==> config.mk <==
export PLATFORM = sky130hd
export DESIGN_NAME = mac_acc_drain_flat
export DESIGN_NICKNAME = d
export VERILOG_FILES = /design/src/rtl/mac_acc_drain_if.sv /design/src/rtl/mac_acc_drain.sv /design/src/flat_wrapper.sv
export SDC_FILE = /design/constraint.sdc
export NUM_CORES = 1
export LEC_CHECK = 0
export ABC_AREA = 1
export CORE_UTILIZATION = 40
export CTS_CLUSTER_SIZE = 30
export DETAILED_ROUTE_END_ITERATION = 10
export PLACE_DENSITY = 0.61
export SYNTH_ARGS = -nofsm -noshare
export SYNTH_HDL_FRONTEND = slang
export SYNTH_SLANG_ARGS = --single-unit
==> constraint.sdc <==
create_clock -name clk -period 2.1 [get_ports clk]
set_input_delay 0.42 -clock clk [delete_from_list [all_inputs] [get_ports clk]]
set_output_delay 0.42 -clock clk [all_outputs]
set_load 0.01 [all_outputs]
==> src/rtl/mac_acc_drain_if.sv <==
// Result stream interface for mac_acc_drain.
// The master drives the FIFO head; the slave returns ready.
interface mac_acc_drain_if #(
  parameter int OUT_W = 8
);
  logic             out_valid;
  logic             out_ready;
  logic [OUT_W-1:0] out_data;
  logic             out_sat;

  modport master (
    output out_valid,
    output out_data,
    output out_sat,
    input  out_ready
  );

  modport slave (
    input  out_valid,
    input  out_data,
    input  out_sat,
    output out_ready
  );
endinterface

==> src/rtl/mac_acc_drain.sv <==
// MAC drain: counts products, snapshots, scales with saturation, queues.
// Optional round-to-nearest before the shift: MAC_DRAIN_ROUND_EN.
module mac_acc_drain #(
  parameter int ACC_W = 16,
  parameter int OUT_W = 8,
  parameter int SHIFT = 8,
  parameter int LEN_W = 8,
  parameter int DEPTH = 4
) (
  input  logic             clk,
  input  logic             reset,
  input  logic             start,
  input  logic [LEN_W-1:0] len,
  input  logic             acc_valid,
  input  logic [ACC_W-1:0] accumulator,
  output logic             mac_clear,
  output logic             busy,
  output logic             lost,
  mac_acc_drain_if.master  out
);

  localparam int AW = $clog2(DEPTH);

  typedef enum logic [1:0] {
    IDLE,
    COUNT,
    PUSH,
    CLEAR
  } state_t;

`ifdef MAC_DRAIN_ROUND_EN
  localparam logic [ACC_W:0] RND =
    ((ACC_W+1)'(1) << SHIFT) >> 1;
`else
  localparam logic [ACC_W:0] RND = '0;
`endif

  state_t           state_q;
  logic [LEN_W-1:0] count_q;
  logic [LEN_W-1:0] len_q;
  logic [ACC_W-1:0] snap_q;
  logic             lost_q;
  logic             clr_q;

  logic [OUT_W:0]   mem_q [DEPTH];
  logic [AW:0]      wptr_q;
  logic [AW:0]      rptr_q;

  logic             empty;
  logic             full;
  logic             pop;
  logic             push;
  logic [ACC_W:0]   sum;
  logic [ACC_W:0]   v;
  logic             sat;
  logic [OUT_W-1:0] data;

  assign empty = (wptr_q == rptr_q);
  assign full  = (wptr_q[AW] != rptr_q[AW]) &&
                 (wptr_q[AW-1:0] == rptr_q[AW-1:0]);
  assign pop   = !empty && out.out_ready;
  assign push  = (state_q == PUSH) && (!full || pop);

  // Sum is one bit wider than the snapshot so rounding never wraps.
  assign sum  = {1'b0, snap_q} + RND;
  assign v    = sum >> SHIFT;
  assign sat  = |v[ACC_W:OUT_W];
  assign data = sat ? '1 : v[OUT_W-1:0];

  assign mac_clear     = clr_q;
  assign busy          = (state_q != IDLE);
  assign lost          = lost_q;
  assign out.out_valid = !empty;
  assign out.out_data  = mem_q[rptr_q[AW-1:0]][OUT_W-1:0];
  assign out.out_sat   = mem_q[rptr_q[AW-1:0]][OUT_W];

  always_ff @(posedge clk or posedge reset) begin
    if (reset) begin
      state_q <= IDLE;
      count_q <= '0;
      len_q   <= '0;
      snap_q  <= '0;
      lost_q  <= 1'b0;
      clr_q   <= 1'b0;
    end else begin
      clr_q <= 1'b0;
      unique case (state_q)
        IDLE: begin
          if (start && (len != '0)) begin
            len_q   <= len;
            count_q <= '0;
            state_q <= COUNT;
          end
        end
        COUNT: begin
          if (acc_valid) begin
            if (count_q == len_q - LEN_W'(1)) begin
              snap_q  <= accumulator;
              state_q <= PUSH;
            end
            count_q <= count_q + LEN_W'(1);
          end
        end
        PUSH: begin
          if (acc_valid) lost_q <= 1'b1;
          if (push) begin
            clr_q   <= 1'b1;
            state_q <= CLEAR;
          end
        end
        CLEAR: begin
          if (acc_valid) lost_q <= 1'b1;
          state_q <= IDLE;
        end
        default: state_q <= IDLE;
      endcase
    end
  end

  always_ff @(posedge clk or posedge reset) begin
    if (reset) begin
      wptr_q <= '0;
      rptr_q <= '0;
      for (int i = 0; i < DEPTH; i++) mem_q[i] <= '0;
    end else begin
      if (push) begin
        mem_q[wptr_q[AW-1:0]] <= {sat, data};
        wptr_q <= wptr_q + (AW+1)'(1);
      end
      if (pop) rptr_q <= rptr_q + (AW+1)'(1);
    end
  end

endmodule

==> src/flat_wrapper.sv <==
// flat-port wrapper written by rule: the top's interface ports become plain ports
module mac_acc_drain_flat 
#(
  parameter int ACC_W = 16,
  parameter int OUT_W = 8,
  parameter int SHIFT = 8,
  parameter int LEN_W = 8,
  parameter int DEPTH = 4
)
  (clk, reset, start, len, acc_valid, accumulator, mac_clear, busy, lost, out_out_valid, out_out_data, out_out_sat, out_out_ready);
  mac_acc_drain_if #(.OUT_W(OUT_W)) out_i ();
  input  logic clk;
  input  logic reset;
  input  logic start;
  input  logic [LEN_W-1:0] len;
  input  logic acc_valid;
  input  logic [ACC_W-1:0] accumulator;
  output logic mac_clear;
  output logic busy;
  output logic lost;
  output wire logic [$bits(out_i.out_valid)-1:0] out_out_valid;
  output wire logic [$bits(out_i.out_data)-1:0] out_out_data;
  output wire logic [$bits(out_i.out_sat)-1:0] out_out_sat;
  input wire logic [$bits(out_i.out_ready)-1:0] out_out_ready;
  assign out_out_valid = out_i.out_valid;
  assign out_out_data = out_i.out_data;
  assign out_out_sat = out_i.out_sat;
  assign out_i.out_ready = out_out_ready;
  mac_acc_drain #(.ACC_W(ACC_W), .OUT_W(OUT_W), .SHIFT(SHIFT), .LEN_W(LEN_W), .DEPTH(DEPTH)) u_core (.clk(clk), .reset(reset), .start(start), .len(len), .acc_valid(acc_valid), .accumulator(accumulator), .mac_clear(mac_clear), .busy(busy), .lost(lost), .out(out_i));
endmodule
Word level (Yosys, flattened, before mapping):

Index checks and enable logic that the tools add are counted.

* bits in writable memories: 0
* bits in latches: 0
* register bits after elaboration: 78
* memories kept: 0
* bits in read-only memories: 0
* word-level logic and storage cells: 66
* input port bits: 29

* equal/unequal tests: 11
* bitwise operators: 2
* reductions and logical operators: 18
* shift-type cells: 0
* $lt $le $gt $ge: 3
* div/mod/pow operators: 0
* multipliers: 0
* add/sub/neg operators: 4
* multiplexer cells: 16

Operators by type and width (number)
* $bwmux 36: 1
* $mux 9: 3
* $bmux 9 s2: 1
* $demux 9 s2: 1
* $mux 8: 2
* $pmux 8 s2: 1
* $add 8x1->8 const B: 1
* $eq 8x8->1: 1
* $mux 2: 4
* $pmux 2 s4: 1
* $reduce_bool 8->1: 1
* $sub 8x1->8 const B: 1
* $add 3x1->3 const B: 2
* $ge 3x3->1 const B: 2
* $ne 2x1->1 const B: 3
* $not 2->3: 2
* $reduce_and 3->1: 2
* $logic_and 1x1->1: 5
* $eq 2x2->1 const B: 2
* $reduce_and 2->1: 2
* $reduce_and 4->1: 1
* $reduce_bool 2->1: 2
* $eq 3x3->1: 1
* $lt 3x1->1 const B: 1
* 9 further kinds: 11

Depth between registers and ports, before layout:

Gate-level depths: netlist of the first run.

* depth in word-level cells: 7
* gate-level depth with buffers: 15

Worst setup path before layout of the first run:

No wires, ideal clock.

* path kind: reg-to-reg
* from: register u_core.len_q[0]
* to: register u_core.state_q[1]
* data required time: 1.983 ns
* slack: 0.404 ns
* cell stages (with the launch flop): 13
* data arrival time: 1.579 ns
* path buffers: 0
* path through: dfrtp_1 inv_1 ha_1 xor2_1 nand2_1 nor2_1 nand2_1 nor2_2 nand2_4 nand2_4 nand3_2 nand2_1 nand2_1

* cells in the longest elaborated chain, start to end: 4

RTL lines
* start: declaration: line mac_acc_drain.sv:40 `logic [LEN_W-1:0] len_q;`
* start signal: assignment: line mac_acc_drain.sv:90 `len_q <= len;`
* $sub 8x1->8: line mac_acc_drain.sv:97 `if (count_q == len_q - LEN_W'(1)) begin`
* $eq 8x8->1: line mac_acc_drain.sv:97
* $ne 2x1->1 (no source line)
* $reduce_and 4->1 (no source line)
* end signal: assignment: line mac_acc_drain.sv:92 `state_q <= COUNT;`
* end signal: assignment: line mac_acc_drain.sv:99 `state_q <= PUSH;`
* end signal: assignment: line mac_acc_drain.sv:108 `state_q <= CLEAR;`
* end: declaration: line mac_acc_drain.sv:38 `state_t state_q;`

No other way between the ends.
A chain may end at the register's enable or synchronous reset.

Final worst setup path of the first run:

* from: register u_core.state_q[1]
* to: output busy

* cells in the longest elaborated chain, start to end: 1

RTL lines
* start signal: assignment: line mac_acc_drain.sv:79 `state_q <= IDLE;`
* start signal: assignment: line mac_acc_drain.sv:92
* start signal: assignment: line mac_acc_drain.sv:99
* $reduce_bool 2->1: line mac_acc_drain.sv:71 `assign busy = (state_q != IDLE);`
* end: declaration: line flat_wrapper.sv:19 `output logic busy;`

No other way between the ends.

==> impl_metrics.tcl, run 1 <==
set metrics [dict create \
    p_per_area_nw_per_um2 1204 \
    syn_area_per_cell_um2 10.12 \
    wirelength_um 7352 \
    critPathArrivalTime_ns 1.62 \
    dieArea_um2 9469 \
    ys_warn_count 0 \
    start_util 0.4146 \
    ioPinCount 42 \
    tns_ns 0 \
    p_leak_uw 0.002175 \
    place_congestion 0.7743 \
    dpl.hpwl_um 5287 \
    drive_gt1_frac 0.2326 \
    synth_top_area_cell "dfrtp_1" \
    cts_tree "yes" \
    final_core_util 0.5014 \
    vias_per_cell 4.949 \
    yosysSeqAreaShare 0.4545 \
    synth-edff-count 0 \
    synth.distinct_cells 37 \
    endpoint_kind "output pin" \
    ir_drop_mv 0.4135 \
    cts_root_buffer "clkbuf_8" \
    ys.flop_type "dfrtp_1" \
    wl_per_cell_um 14.00 \
    combPwrFrac 0.467 \
    setup_viol 0 \
    antenna_found_initial 0 \
    period_needed_ns 2.035 \
    ys_ff_latch 66 \
    required_ns 1.68 \
    drc 0 \
    clock-sinks 66 \
    die_w_um 97.31 \
    area_growth_pct 20.94 \
    hold_viol 0 \
    final.period_utilization 0.9692 \
    crit_type "flop to output pin" \
    insertion_delay_ns 0.35 \
    cts_made_buffers 9 \
    grt_pass1_vias 2658 \
    vias 2598 \
    clkPwrFrac 0.208 \
    drv_cap 0 \
    grt_max_degree 25 \
    grt_pass1_wl_um 12600 \
    die_h_um 97.31 \
    slew_violations 0 \
    fill_cells 819 \
    drt_iter0_drc 55 \
    power_switching_uw 2184 \
    relSlewSlack 0.6575 \
    synth-async-reset-ratio 1.000 \
    yosys.area.top_type_share 0.4545 \
    worstPathMaxFanout 5 \
    coreArea_um2 8763 \
    synthTopCellsByCount "dfrtp_1, nand2_1, mux2_4, nor2_1, inv_1" \
    crit_path_start_kind "flop" \
    clk_path_buf_depth 2 \
    htreeDepth 3 \
    postPlaceCellArea_um2 4153 \
    skew_ns 0.01375 \
    drtPass1Iterations 4 \
    synth_cells 359 \
    rows 34 \
    intPower_uw 3108 \
    synthesis.nets 399 \
    hp-class "primary input to async pin" \
    fmax_ghz 0.4913 \
    tightest_slew_ns 0.5130 \
    final_cell_area_um2 4394 \
    hold_buffers 0 \
    path_clk_slew_ns 0.08 \
    final_nets 452 \
    syn_area_um2 3633 \
    port_buffers 32 \
    antennaDiodeCount 0 \
    synth_most_common_cell "dfrtp_1" \
    seq_power_share 0.325 \
    rsz0062_at_grt "false" \
    grtUsageTotal 0.1677 \
    status "completed" \
    grt_overflow 0 \
    yosys-top-cells-area "dfrtp_1, mux2_4, nand2_1" \
    antenna_left 0 \
    sw_frac_of_total 0.4127 \
]
[power by group through the flow]
stage / Sequential (uW) / Combinational [uW] / Clock [uW]
2_1_floorplan: 1680 / 1760 / 0
3_3_place_gp: 1740 / 2410 / 0
5_1_grt: 1750 / 2790 / 1190
6_report: 1720 / 2470 / 1100
3_5_place_dp: 1750 / 2450 / 0
4_1_cts: 1710 / 2410 / 1130
[final cells by class]
cell class              count  area, um2  share of cell area
clock buffers               9      123.9             0.02819
flip-flops and latches     66       1652              0.3759
well taps                 108      135.1             0.03075
repair buffers             50      474.2              0.1079
clock inverters             7      76.32             0.01737
multi-input cells         255       1815              0.4132
inverters                  30      117.6             0.02677
[sequential cells by signal, indices dropped and copies added, names as in the netlist]
register,count
u_core.snap_q,8
u_core.len_q,8
u_core.wptr_q,3
u_core.mem_q,32
u_core.lost,1
u_core.mac_clear,1
u_core.count_q,8
u_core.rptr_q,3
u_core.state_q,2
[cell usage in the layout (no fill, tap or decap), drive strengths merged, types with 11 or more instances in the layout]
cell and count:
buf 18, clkdlybuf4s50 23, dfrtp 66, ha 11
inv 30, mux2 33, nand2 71, nand3 16
nor2 43, o21ai 29, xor2 11
[worst max-delay path, cell delays in order, from the launching register on]
cell	delay [ns]
dfrtp_1	0.41
inv_1	0.08
ha_2	0.20
inv_1	0.05
clkdlybuf4s50_1	0.53
[final timing paths]
check,cells after the start,from,slack (ns),end
setup reg to reg,8,u_core.rptr_q[0]$_DFFE_PP0P_,0.27,u_core.mem_q[30]$_DFFE_PP0P_
hold reg to reg,2,u_core.lost$_DFFE_PP0P_,0.47,u_core.lost$_DFFE_PP0P_
setup / recovery,4,u_core.state_q[1]$_DFFE_PP0P_,0.06,busy
max in group asynchronous,3,reset,1.16,u_core.snap_q[14]$_DFFE_PP0P_
min in group clk,2,u_core.lost$_DFFE_PP0P_,0.47,u_core.lost$_DFFE_PP0P_
hold / removal,2,reset,0.42,u_core.lost$_DFFE_PP0P_
[what timing repair did]
item	4_1_cts	5_1_grt
buffers inserted	2	4
gates resized for setup	10	4
endpoints found under the setup margin	10	8
[cells by family after synthesis]
logic type	Yosys count	share of synthesized area
buf+inv	38	0.04649
mux	33	0.1353
compound gates	53	0.08402
flops	66	0.4545
simple gates	139	0.1952
fa+ha+maj	11	0.03788
xor+xnor	18	0.04545
other cells	1	0.001032
[layer usage]
layer | up-vias | part of all wire | track usage
li1 | 1301 | - | -
met1 | 1248 | 0.44 | 0.1984
met2 | 39 | 0.51 | 0.2963
met3 | 10 | 0.030 | 0.04532
met4 | 0 | 0.016 | 0.05090
met5 | - | 0 | 0
[stage by stage]
stage | std cells | setup WS (ns) | total power, uW | hold WS [ns]
global route | 525 | 0.004352 | 5727 | 0.4541
detailed placement | 503 | 0.1441 | 4197 | 0.4488
floorplan | 359 | 0.02519 | 3443 | 0.4617
global placement | 503 | 0.1529 | 4147 | 0.4469
finish | 525 | 0.06463 | 5293 | 0.4224
CTS | 521 | 0.001997 | 5260 | 0.4373
Power figures use the tool's default switching activity.
==> inputs of run 2 (changes only) <==
- PLACE_DENSITY: 0.61 -> 0.58
- clock period: 2.1 -> 2.4 ns (I/O delays scaled with it)
==> impl_metrics.tcl, run 2 (synthesis results as in run 1) <==
set metrics [dict create \
    drt_iter0_drc 111 \
    grtUsageTotal 0.1622 \
    ir_drop_mv 0.4444 \
    skew_ns 0.01510 \
    vias_per_cell 4.867 \
    place_congestion 0.7542 \
    wirelength_um 7158 \
    insertion_delay_ns 0.34 \
    ioPinCount 42 \
    drv_cap 0 \
    vias 2492 \
    intPower_uw 2649 \
    fmax_ghz 0.4357 \
    cp.depth 5 \
    die_w_um 97.31 \
    postPlaceCellArea_um2 4088 \
    cts_root_buffer "clkbuf_8" \
    worstPathCellList "inv_1 > buf_4 > nor2_1 > o22ai_1 > clkdlybuf4s50_1" \
    final.period_utilization 0.9564 \
    power_switching_uw 1868 \
    largest_register "u_core.mem_q" \
    antenna_found_initial 0 \
    slew_violations 0 \
    antennaDiodeCount 0 \
    endpoint_kind "output pin" \
    cp_slowest_cell "clkdlybuf4s50_1" \
    worstReg2RegStart "u_core.len_q[0]$_DFFE_PP0P_" \
    layout_common_cells "nand2_1, dfrtp_1, mux2_4, nor2_1, clkdlybuf4s50_1" \
    cts_tree "yes" \
    rsz0062_at_grt "false" \
    clock-sinks 66 \
    dpl.cell_count 496 \
    final_nets 439 \
    sw_frac_of_total 0.4135 \
    grt_pass1_vias 2538 \
    drtPass1Iterations 4 \
    required_ns 1.92 \
    worstPathMaxFanout 17 \
    relSlewSlack 0.6249 \
    reg2reg_depth 13 \
    dieArea_um2 9469 \
    crit_type "flop to output pin" \
    drive_gt1_frac 0.2030 \
    tns_ns 0 \
    crit_path_start_kind "flop" \
    rows 34 \
    clkPwrFrac 0.210 \
    period_needed_ns 2.295 \
    clk_path_buf_depth 2 \
    instances_no_fill 512 \
    grt_overflow 0 \
    timing.critical_path.to "out_out_data[1]" \
    htreeDepth 3 \
    die_h_um 97.31 \
    largest_reg_flops 32 \
    drc 0 \
    status "completed" \
    critPathArrivalTime_ns 1.82 \
    area_growth_pct 18.32 \
    path_buf_inv 3 \
    port_buffers 32 \
    rrSetupSlack_ns 0.45 \
    grt_pass1_wl_um 12300 \
    setup_viol 0 \
    hold_buffers 0 \
    antenna_left 0 \
    seq_power_share 0.339 \
    tightest_slew_ns 0.5626 \
    max_stage_delay_ns 0.56 \
    p_leak_uw 0.002123 \
    start_util 0.4146 \
    rr_endpoint "u_core.state_q[1]$_DFFE_PP0P_" \
    hp-class "flop to flop" \
    cts_made_buffers 9 \
    final_cell_area_um2 4299 \
    hold_viol 0 \
    p_per_area_nw_per_um2 1051 \
    dpl.hpwl_um 4865 \
    grt_max_degree 67 \
    wl_per_cell_um 13.98 \
    critPathTopFamily "buffers and inverters" \
    crit_path_start "u_core.rptr_q[0]$_DFFE_PP0P_" \
    coreArea_um2 8763 \
    path_clk_slew_ns 0.08 \
    combPwrFrac 0.450 \
]
-- run 2: cell types whose count changed in the layout (fill, tap and decap cells not counted), sizes merged --
| cell | delta |
|---|---|
| buf | -13 |
| clkdlybuf4s15 | -1 |
| clkdlybuf4s50 | +6 |
| clkinv | +2 |
| clkinvlp | -2 |
| dlygate4sd2 | -8 |
| dlymetal6s2s | +3 |
-- run 2: worst min path at each step --
stage                                             from                           end  cells past startpoint
final                          u_core.lost$_DFFE_PP0P_       u_core.lost$_DFFE_PP0P_                      2
after global routing           u_core.lost$_DFFE_PP0P_       u_core.lost$_DFFE_PP0P_                      2
after global placement         u_core.lost$_DFFE_PP0P_       u_core.lost$_DFFE_PP0P_                      2
after detailed placement       u_core.lost$_DFFE_PP0P_       u_core.lost$_DFFE_PP0P_                      2
after floorplan           u_core.wptr_q[2]$_DFFE_PP0P_  u_core.wptr_q[2]$_DFFE_PP0P_                      1
after CTS                      u_core.lost$_DFFE_PP0P_       u_core.lost$_DFFE_PP0P_                      2
-- run 2: repair_timing --
action | CTS | global route
gates resized for setup | 1 | 4
buffers inserted | 0 | 0
setup endpoints to repair | 6 | 4
-- run 2: per-stage QoR --
step / power, uW / hold WS (ns) / util / setup slack, ns
after CTS: 4576 / 0.4730 / 0.4893 / 0.01764
after detailed placement: 3592 / 0.4529 / 0.4664 / 0.3286
after global placement: 3572 / 0.4518 / 0.4664 / 0.3448
after floorplan: 3013 / 0.4617 / - / 0.2652
final: 4517 / 0.4668 / 0.4906 / 0.1047
after global routing: 4855 / 0.4961 / 0.4906 / 0.01315
-- run 2: cell type report --
class,count,area [um2]
Inverter,30,117.6
Fill cell,781,4464
Tap cell,108,135.1
Clock inverter,7,75.07
Sequential cell,66,1653
Multi-Input combinational cell,255,1813
Timing Repair Buffer,37,381.6
Clock buffer,9,123.9
-- run 2: layer usage --
metal / routed length [um] / track usage / up-vias
met5: 0 / 0 / -
met4: 77 / 0.04412 / 0
li1: - / - / 1261
met2: 3246 / 0.2584 / 34
met1: 3642 / 0.2220 / 1187
met3: 191 / 0.03813 / 10
-- run 2: worst reg2reg max path: stages, from the launching register on --
cell	delay (ns)
dfrtp_1	0.40
inv_1	0.18
ha_1	0.25
nand2_2	0.10
nor2_2	0.12
nand2_1	0.08
nand3_1	0.08
nand2_1	0.08
nor2_4	0.13
nand2_4	0.13
nand2_4	0.10
nand3_2	0.07
nand2_1	0.07
nand2_1	0.05
-- run 2: power groups by stage --
stage / sequential, uW / combinational, uW / clock (uW)
2_1_floorplan: 1470 / 1540 / 0
6_report: 1530 / 2030 / 951
3_3_place_gp: 1540 / 2030 / 0
4_1_cts: 1530 / 2060 / 985
3_5_place_dp: 1540 / 2050 / 0
5_1_grt: 1560 / 2270 / 1030
